File: config.mk
export PLATFORM = sky130hd
export DESIGN_NAME = alu_arbiter
export DESIGN_NICKNAME = d
export VERILOG_FILES = /design/src/rtl/alu_arbiter.sv
export SDC_FILE = /design/constraint.sdc
export NUM_CORES = 1
export LEC_CHECK = 0
export ABC_CLOCK_PERIOD_IN_PS = 12100
export BUFFER_PORTS_ARGS = -buffer_cell sky130_fd_sc_hd__clkbuf_2
export CELL_PAD_IN_SITES_DETAIL_PLACEMENT = 1
export CELL_PAD_IN_SITES_GLOBAL_PLACEMENT = 1
export CORE_AREA = 8 8 158 160
export DETAILED_ROUTE_END_ITERATION = 6
export DIE_AREA = 0 0 166 168
export PLACE_DENSITY_LB_ADDON = 0.3
export SYNTH_ARGS = -nofsm -noshare
export SYNTH_HDL_FRONTEND = slang
export SYNTH_SLANG_ARGS = --single-unit
export TNS_END_PERCENT = 1
File: constraint.sdc
create_clock -name Clock -period 12.1 [get_ports Clock]
set_clock_uncertainty 0.15 [all_clocks]
set_input_delay 2.42 -clock Clock [delete_from_list [all_inputs] [get_ports Clock]]
set_output_delay 2.42 -clock Clock [all_outputs]
set_load 0.005 [all_outputs]
File: src/rtl/alu_arbiter.sv
// Round-robin arbiter sharing one 32-bit ALU among NUM_REQ valid/ready requesters,
// with a one-entry response register. Define ALU_ARB_STATS_EN to add per-requester grant counters.
module alu_arbiter #(
    parameter int NUM_REQ = 4,
    parameter int ID_W    = $clog2(NUM_REQ)
) (
    input  logic                   Clock,
    input  logic                   Reset,
    input  logic [NUM_REQ-1:0]     ReqValid,
    output logic [NUM_REQ-1:0]     ReqReady,
    input  logic [NUM_REQ*32-1:0]  ReqA,
    input  logic [NUM_REQ*32-1:0]  ReqB,
    input  logic [NUM_REQ*3-1:0]   ReqOp,
    output logic [31:0]            AluA,
    output logic [31:0]            AluB,
    output logic [2:0]             AluControl,
    input  logic [31:0]            AluResult,
    input  logic [3:0]             AluFlags,
    output logic                   RspValid,
    input  logic                   RspReady,
    output logic [ID_W-1:0]        RspId,
    output logic [31:0]            RspResult,
    output logic [3:0]             RspFlags,
    output logic                   RspErr
`ifdef ALU_ARB_STATS_EN
    ,
    output logic [NUM_REQ*16-1:0]  StatGrantCnt
`endif
);

    localparam logic [ID_W:0] NUM_REQ_W = NUM_REQ[ID_W:0];

    logic [ID_W-1:0] rr_ptr_r;
    logic            rsp_valid_r;
    logic [ID_W-1:0] rsp_id_r;
    logic [31:0]     rsp_result_r;
    logic [3:0]      rsp_flags_r;
    logic            rsp_err_r;

    logic            accept_en_s;
    logic            grant_vld_s;
    logic [ID_W-1:0] grant_idx_s;
    logic [31:0]     sel_a_s;
    logic [31:0]     sel_b_s;
    logic [2:0]      sel_op_s;

    // Index arithmetic modulo NUM_REQ; NUM_REQ need not be a power of two.
    function automatic logic [ID_W-1:0] wrap_add(input logic [ID_W-1:0] base,
                                                 input logic [ID_W:0]   off);
        logic [ID_W:0] sum;
        logic [ID_W:0] wrapped;
        sum     = {1'b0, base} + off;
        wrapped = sum - NUM_REQ_W;
        return (sum >= NUM_REQ_W) ? wrapped[ID_W-1:0] : sum[ID_W-1:0];
    endfunction

    assign accept_en_s = !Reset && (!rsp_valid_r || RspReady);

    // Round-robin search starting at rr_ptr_r; idle index stays at rr_ptr_r.
    always_comb begin
        grant_vld_s = 1'b0;
        grant_idx_s = rr_ptr_r;
        for (int k = 0; k < NUM_REQ; k++) begin
            logic [ID_W-1:0] cand;
            cand = wrap_add(rr_ptr_r, k[ID_W:0]);
            if (accept_en_s && !grant_vld_s && ReqValid[cand]) begin
                grant_vld_s = 1'b1;
                grant_idx_s = cand;
            end else begin
                grant_vld_s = grant_vld_s;
            end
        end
    end

    // Operand mux onto the shared ALU and one-hot ready generation.
    always_comb begin
        sel_a_s  = ReqA[31:0];
        sel_b_s  = ReqB[31:0];
        sel_op_s = ReqOp[2:0];
        ReqReady = '0;
        for (int i = 0; i < NUM_REQ; i++) begin
            if (grant_idx_s == i[ID_W-1:0]) begin
                sel_a_s  = ReqA[i*32 +: 32];
                sel_b_s  = ReqB[i*32 +: 32];
                sel_op_s = ReqOp[i*3 +: 3];
            end else begin
                sel_a_s  = sel_a_s;
            end
            ReqReady[i] = grant_vld_s && (grant_idx_s == i[ID_W-1:0]);
        end
    end

    assign AluA       = sel_a_s;
    assign AluB       = sel_b_s;
    assign AluControl = {1'b0, sel_op_s[1:0]};

    // Response register and round-robin pointer; illegal ops yield zeroed result and flags.
    always_ff @(posedge Clock) begin
        if (Reset) begin
            rr_ptr_r     <= '0;
            rsp_valid_r  <= 1'b0;
            rsp_id_r     <= '0;
            rsp_result_r <= 32'd0;
            rsp_flags_r  <= 4'd0;
            rsp_err_r    <= 1'b0;
        end else if (grant_vld_s) begin
            rr_ptr_r     <= wrap_add(grant_idx_s, {{ID_W{1'b0}}, 1'b1});
            rsp_valid_r  <= 1'b1;
            rsp_id_r     <= grant_idx_s;
            rsp_err_r    <= sel_op_s[2];
            rsp_result_r <= sel_op_s[2] ? 32'd0 : AluResult;
            rsp_flags_r  <= sel_op_s[2] ? 4'd0 : AluFlags;
        end else if (RspReady) begin
            rsp_valid_r  <= 1'b0;
        end
    end

    assign RspValid  = rsp_valid_r;
    assign RspId     = rsp_id_r;
    assign RspResult = rsp_result_r;
    assign RspFlags  = rsp_flags_r;
    assign RspErr    = rsp_err_r;

`ifdef ALU_ARB_STATS_EN
    logic [15:0] grant_cnt_r [NUM_REQ];

    // Saturating per-requester accept counters.
    always_ff @(posedge Clock) begin
        for (int i = 0; i < NUM_REQ; i++) begin
            if (Reset) begin
                grant_cnt_r[i] <= 16'd0;
            end else if (grant_vld_s && (grant_idx_s == i[ID_W-1:0]) &&
                         (grant_cnt_r[i] != 16'hFFFF)) begin
                grant_cnt_r[i] <= grant_cnt_r[i] + 16'd1;
            end
        end
    end

    for (genvar g = 0; g < NUM_REQ; g++) begin : g_stat
        assign StatGrantCnt[g*16 +: 16] = grant_cnt_r[g];
    end
`endif

endmodule
== Word-level counts from Yosys, hierarchy flattened ==
Cells that the tools add are included.
Storage, ports and cells
  bits in registers: 42
  output and inout port bits: 111
Cells by class
  add/subtract/negate cells: 9
  $lt $le $gt $ge: 9
  eq/ne operators: 3
  mux-type cells: 34
  reduce and logical (&&, ||, !) cells: 20
Operators with widths (number)
  2-to-1 mux 32 bit: 7
  2-to-1 mux 2 bit: 9
  >= comparator 3 bit (second input constant): 4
  logical AND 1 bit: 12
  < comparator 2 x 3 -> 1 bit (second input constant): 4
  2-to-1 mux 1 bit: 10
  subtractor 2 x 1 -> 2 bit (second input constant): 5
  2-to-1 mux 3 bit: 3
  binary-select mux 1 bit (select 2 bit): 4
  adder 2 x 1 -> 3 bit (second input constant): 2
  adder 2 x 2 -> 3 bit (second input constant): 2
  logical NOT 1 bit: 5
  equality test 2 bit (second input constant): 2
  2-to-1 mux 4 bit: 1
  >= comparator 2 x 3 -> 1 bit (second input constant): 1
  equality test 2 x 1 -> 1 bit (second input constant): 1
  logical NOT 2 bit: 1
  nonzero test 2 bit: 1
  logical OR 1 bit: 1

== Depth between registers and ports, before layout ==
Gate-level depths: netlist of run 1.
  depth after elaboration: 23
  gate-level depth with buffers: 13

== Worst setup path before layout of run 1 ==
No wires, ideal clock.
  path kind: in2out
  start point: in ReqValid[0]
  end point: out AluB[21]
  arrival time: 4.703 ns
  required time: 9.530 ns
  path slack: 4.827 ns
  stages: 10
  path through: buf_2 > or4_4 > a41oi_2 > xnor2_1 > ha_1 > clkbuf_1 > clkbuf_1 > clkbuf_1 > a21oi_1 > o21ai_0
On the way
  longest elaborated chain between the ends: 20
  elaborated cells on any way between the ends: 31
RTL lines
  start, declared: line 9  | input logic [NUM_REQ-1:0] ReqValid,
  binary-select mux 1 bit (select 2 bit): line 66  | if (accept_en_s && !grant_vld_s && ReqValid[cand]) begin
  2-to-1 mux 1 bit (implied by the code): line 66
  logical AND 1 bit: line 66
  2-to-1 mux 1 bit: line 66
  logical NOT 1 bit: line 66
  logical AND 1 bit (2 in series): line 66
  2-to-1 mux 1 bit: line 66
  logical NOT 1 bit: line 66
  logical AND 1 bit (2 in series): line 66
  2-to-1 mux 1 bit: line 66
  logical NOT 1 bit: line 66
  logical AND 1 bit (2 in series): line 66
  2-to-1 mux 2 bit (*): line 66
  equality test 2 x 1 -> 1 bit: line 82  | if (grant_idx_s == i[ID_W-1:0]) begin
  2-to-1 mux 32 bit (2 in series): line 82
  2-to-1 mux 32 bit (*): line 82
  end, declared: line 15  | output logic [31:0] AluB,
Every way passes the cells marked *; elsewhere a longest branch is shown, timed or not. The select of a mux whose other input is x is not followed.

== Worst setup path in the final report of run 1 ==
  start point: in ReqValid[2]
  end point: out AluB[16]
The elaborated chain is that of the path after synthesis.

==> results.ini, run 1 <==
[run_status]
status = completed

[detailed_routing]
routedWlPerCell_um = 19.6
drt-total-wl_mm = 23.4
vias = 5269
dr_wl_met3_mm = 2.19
met2RoutedLength_mm = 12.1
drt_iter0_drc = 180
route.antenna.remaining_nets = 0
drc_errors = 0
drt_pre_antenna_iters = 4
met1_length_mm = 9.01
top_layer_used = met4
viasPerCell = 4.42

[power_and_ir_drop]
ir_worst_vdd_uv = 49.3
comb_power_share_pct = 64.6
pwr_density_cell_nw_per_um2 = 145
switchingPower_mw = 0.395
clockPowerShare_pct = 15.2
p_leak_nw = 3.15
netSwitchingFraction_pct = 44.4
seqPwrFrac_pct = 20.3
intPower_mw = 0.495
power_mw = 0.891

[floorplan]
die_w_um = 166
start_util_pct = 16.8
core.rowCount = 55
io_pins = 422
coreArea_um2 = 22400
die_height_um = 168
die-area_um2 = 27900

[run]
maxCapViolations = 0

[yosys]
syn_area_um2 = 3760
synth_seq_cells = 42
yosysWarnings = 0
async_flop_share_pct = 0
synthXorXnorAreaFrac_pct = 0.466
syn_avg_cell_area_um2 = 7.11
synth_top_family_by_area = compound AO/OA/AOI/OAI gates
synthesis.nets = 844
yosys_most_used_dff = dfxtp_1
yosysUniqueCellTypes = 46
synth_compound_area_share_pct = 30.6
synthSimpleGateAreaFrac_pct = 19.2
synth_fa_ha_area_share_pct = 1.33
synthCells = 529
muxShareOfSynthArea_pct = 18.1
seq_area_frac_synth_pct = 22.4
synth_edf_count = 0

[sta]
drv_slew = 0
hold_viol_final = 0
worstMarginPinSlew_ns = 0.792
hold_ws_ns = 0.324
rsz0062_at_grt = no
setup_slack_ns = 3.66
clock.fmax_mhz = 119
finalSetupViolations = 0
setup_tns_ns = 0
min_period_ns = 8.44
min_period_over_period_pct = 69.7
maxSlewHeadroom_pct = 47.2

[finish]
drive_gt1_share_pct = 48.8
final_cells = 1193
final_cell_mix = clkbuf_2 (420), nor2_1 (73), a21oi_1 (70), mux2i_1 (68), nand2_1 (68)
diodes = 0
synthToLayoutAreaGrowth_pct = 63.7
layout.nets = 1222
final_common_cell = clkbuf_2

[clock_network]
clock_path_buffers = 2
cts_setup_buffers = 0
cts-buffers-inserted = 5
h-tree-depth = 2
post_cts_resize_count = 0
cts_tree = done
clkTransAtPathRegs_ns = 0.06
clkSinkCount = 42
clkLatencyLatePin_ns = 0.29
ctsHoldBuffers = 0
ctsRootBufferMaster = clkbuf_16

[place]
place_inst = 1185
gp_congestion = 0.821
post-place-ws_ns = 3.65
dp_hpwl_mm = 20.0
io_buffers = 420

[global_route]
grt_pass1_wl_mm = 34.4
antenna_found_initial = 0
gr-total-overflow = 0
grt_pass1_vias = 5526
gr-usage-all-layers_pct = 15.8
grt_max_degree = 84

[critical_path]
critPathKind = in2out
arrival_ns = 5.87
required_ns = 9.53
startpoint_type = primary input
path_max_fanout = 77
end_kind = output port

[min_path]
hp-class = reg2reg

## worst max-delay path: stages
cell and delay, ns:
clkbuf_2 0.19, nor4bb_1 0.19, a31oi_1 0.33, a41oi_2 0.21, xnor2_1 0.36, ha_4 0.62
buf_4 0.75, nor2_1 0.11, a21oi_1 0.35, o21ai_1 0.10, clkbuf_2 0.14
## cells by family (layout without fill, tap and decap cells)
group	count (synthesis)	after routing
mux	68	68
xor+xnor	2	2
compound gates	190	190
flops	42	42
simple gates	166	166
fa+ha+maj	4	4
buf+inv	56	435
other cells	1	1
## registers in the layout, indices dropped and copies added, names as in the netlist
register,count
RspResult,32
RspFlags,4
RspId,2
rr_ptr_r,2
RspErr,1
RspValid,1
## metal layers
metal / vias up / track usage, %
li1: 2631 / -
met1: 2395 / 17.0
met2: 233 / 29.5
met3: 10 / 5.89
met4: 0 / 2.37
met5: - / 0
## metrics by stage
step / utilization [%] / area (um2)
after CTS: 27.5 / 6160
after floorplan: - / 3760
after global placement: 26.9 / 6010
final: 27.5 / 6160
after detailed placement: 26.9 / 6010
after global routing: 27.5 / 6160
## power by group through the flow
stage	clock, mW	sequential, mW	combinational [mW]
global placement	0	0.181	0.584
CTS	0.142	0.180	0.589
finish	0.135	0.180	0.575
detailed placement	0	0.183	0.587
global route	0.146	0.183	0.644
floorplan	0	0.180	0.332
## area by class of cell
class,count,area [um2]
fillers,2917,16200
clock inverters,3,23.8
clock buffers,5,125
repair buffers,425,2140
flip-flops and latches,42,841
inverters,2,7.51
well taps,285,357
multi-input cells,431,2660
## cells in the mapped netlist, types with 2 or more instances
library cell	number	area [um2]
nor2_1	73	274
a21oi_1	70	350
mux2i_1	68	681
nand2_1	68	255
o21ai_0	48	240
dfxtp_1	42	841
a22o_1	36	315
clkbuf_1	21	78.8
o21ai_1	19	95.1
buf_2	13	65.1
buf_4	10	75.1
buf_1	6	22.5
and2_1	4	25.0
buf_6	4	45.0
ha_1	4	50.1
nor2b_1	4	25.0
nand2b_1	3	18.8
a211oi_1	2	15.0
a31oi_1	2	12.5
inv_1	2	7.51
nor3_1	2	10.0
nor3b_1	2	15.0
o311a_1	2	20.0
xnor2_1	2	17.5
## worst paths after layout
| path | startpoint | endpoint | slack (ns) | depth (start not counted) |
|---|---|---|---|---|
| setup / recovery | ReqValid[2] | AluB[16] | 3.66 | 11 |
| hold / removal | RspId[1] | RspId[1] | 0.32 | 2 |
| setup reg to reg | rr_ptr_r[0] | RspFlags[0] | 7.39 | 11 |
| hold reg to reg | RspId[1] | RspId[1] | 0.32 | 2 |
No activity file was read; power rests on OpenSTA's default activity.
==> inputs of run 2 (changes only) <==
--- a/config.mk
+++ b/config.mk
@@ -5,13 +5,13 @@
 export SDC_FILE = /design/constraint.sdc
 export NUM_CORES = 1
 export LEC_CHECK = 0
-export ABC_CLOCK_PERIOD_IN_PS = 12100
+export ABC_CLOCK_PERIOD_IN_PS = 8200
 export BUFFER_PORTS_ARGS = -buffer_cell sky130_fd_sc_hd__clkbuf_2
 export CELL_PAD_IN_SITES_DETAIL_PLACEMENT = 1
 export CELL_PAD_IN_SITES_GLOBAL_PLACEMENT = 1
-export CORE_AREA = 8 8 158 160
+export CORE_AREA = 8 8 156 158
 export DETAILED_ROUTE_END_ITERATION = 6
-export DIE_AREA = 0 0 166 168
+export DIE_AREA = 0 0 164 166
 export PLACE_DENSITY_LB_ADDON = 0.3
 export SYNTH_ARGS = -nofsm -noshare
 export SYNTH_HDL_FRONTEND = slang
==> constraint.sdc (replaced) <==
create_clock -name Clock -period 8.2 [get_ports Clock]
set_clock_uncertainty 0.15 [all_clocks]
set_input_delay 1.64 -clock Clock [delete_from_list [all_inputs] [get_ports Clock]]
set_output_delay 1.64 -clock Clock [all_outputs]
set_load 0.005 [all_outputs]
==> results.ini, run 2 (synthesis gave the netlist of run 1 again) <==
[run_status]
status = completed

[critical_path]
critPathLaunch = ReqValid[2]
end_kind = output port
critPathKind = in2out
rr_worst_depth = 11  ; unchanged
crit_end = AluB[4]
startpoint_type = primary input
arrival_ns = 4.77  ; -1.10 ns
required_ns = 6.41  ; -3.12 ns
r2r_end = RspResult[0]
path_max_fanout = 37  ; -52%
r2r-start = rr_ptr_r[0]
rrSetupSlack_ns = 4.01  ; -3.38 ns

[detailed_routing]
drt_pre_antenna_iters = 5  ; +1
vias = 5220  ; -0.93%
route.antenna.remaining_nets = 0  ; unchanged
routedWlPerCell_um = 18.6  ; -5.1%
viasPerCell = 4.36  ; -1.3%
drt-total-wl_mm = 22.3  ; -4.8%
drt_iter0_drc = 202  ; +12%
drc_errors = 0  ; unchanged

[sta]
rsz0062_at_grt = no
min_period_ns = 6.56
clock.fmax_mhz = 152
hold_viol_final = 0  ; unchanged
maxSlewHeadroom_pct = 40.9  ; -6.3 points
hold_ws_ns = 0.306  ; -0.0176 ns
finalSetupViolations = 0  ; unchanged
drv_slew = 0  ; unchanged
setup_slack_ns = 1.64  ; -2.02 ns
worstMarginPinSlew_ns = 0.886  ; +0.0945 ns
min_period_over_period_pct = 80.0
setup_tns_ns = 0  ; unchanged

[power_and_ir_drop]
p_leak_nw = 3.19  ; +1.4%
ir_worst_vdd_uv = 89.3  ; +81%
power_mw = 1.37  ; +54%
pwr_density_cell_nw_per_um2 = 219  ; +51%

[finish]
final_common_cell = clkbuf_2
drive_gt1_share_pct = 48.9  ; +0.11 points
layout.nets = 1224  ; +0.16%
largest_reg_flops = 32  ; unchanged
final_cells = 1197  ; +0.34%
final_util_pct = 28.3  ; +0.75 points
fin_area_um2 = 6250  ; +1.5%
final_cell_mix = clkbuf_2 (420), nor2_1 (73), a21oi_1 (70), mux2i_1 (68), nand2_1 (68)
multi_input_area_um2 = 2660  ; unchanged
seq_area_um2 = 841  ; unchanged
synthToLayoutAreaGrowth_pct = 66.1
nFillCells = 2856  ; -2.1%

[global_route]
gr-usage-all-layers_pct = 15.4  ; -0.35 points
grt_pass1_wl_mm = 33.0  ; -4.2%
antenna_found_initial = 1  ; +1
grt_pass1_vias = 5404  ; -2.2%
gr-total-overflow = 0  ; unchanged
grt_max_degree = 83  ; -1.2%

[clock_network]
clock_path_buffers = 2  ; unchanged
cts-buffers-inserted = 5  ; unchanged
ctsRootBufferMaster = clkbuf_16
cts_tree = done
clkTransAtPathRegs_ns = 0.06  ; about the same
post_cts_resize_count = 0  ; unchanged
ctsHoldBuffers = 0  ; unchanged
clkLatencyLatePin_ns = 0.28  ; about the same
cts_setup_buffers = 0  ; unchanged
clkSinkCount = 42  ; unchanged
h-tree-depth = 2  ; unchanged

[place]
post_dp_cell_area_um2 = 6050  ; +0.67%
place_inst = 1187  ; +0.17%
io_buffers = 420  ; unchanged
post-place-ws_ns = 1.62  ; -2.03 ns
dp_hpwl_mm = 18.9  ; -5.6%
gp_congestion = 0.840  ; +2.4%

[min_path]
hp-class = reg2reg

[floorplan]
coreArea_um2 = 22100  ; -1.2%
core.rowCount = 55  ; unchanged
start_util_pct = 17.0  ; +0.21 points
die-area_um2 = 27200  ; -2.4%
io_pins = 422  ; unchanged
die_w_um = 164  ; -1.2%
die_height_um = 166  ; -1.2%

[run]
maxCapViolations = 0  ; unchanged

run 2: cell count changes in the layout (fill, tap and decap cells not counted), sizes merged:
cell	before	now
inv	3	2
diode	0	2
clkinvlp	2	0
bufinv	0	2
clkinv	0	1
buf	5	7
run 2: worst max-delay path, stage by stage:
cell and delay (ns):
clkbuf_2 0.18, nor4bb_1 0.18, a31oi_1 0.33, a41oi_2 0.22, xnor2_1 0.44, ha_4 0.67, buf_12 0.33, mux2i_1 0.23
nor2_1 0.05, a21oi_1 0.16, o21ai_0 0.10, clkbuf_2 0.15
run 2: report_power, final:
group | total (mW) | switching [mW] | leakage, nW | internal [mW]
clock network | 0.256 | 0.0812 | 0.0940 | 0.175
logic | 0.847 | 0.460 | 2.75 | 0.387
registers | 0.266 | 0.0252 | 0.346 | 0.241
run 2: worst min-delay path by stage:
| stage | startpoint | slack (ns) | to | cells after the start |
|---|---|---|---|---|
| finish | RspId[1] | 0.31 | RspId[1] | 2 |
| global route | RspId[1] | 0.33 | RspId[1] | 2 |
| CTS | RspId[1] | 0.31 | RspId[1] | 2 |
| detailed placement | RspId[1] | 0.30 | RspId[1] | 2 |
| global placement | RspId[1] | 0.30 | RspId[1] | 2 |
| floorplan | RspId[1] | 0.30 | RspId[1] | 2 |
run 2: cell type report:
type                       instances  share of cell area, %
inverter                           2                  0.120
clock inverter                     3                   1.10
tap                              285                   5.71
sequential                        42                   13.5
timing repair buffer             427                   34.9
multi-input combinational        431                   42.6
antenna                            2                 0.0801
clock buffer                       5                   2.00
run 2: metal layers:
metal	routed length [um]	global-route usage, %
met3	2310	5.43
met4	439	3.99
met2	11100	28.0
met1	8440	16.6
met5	0	0
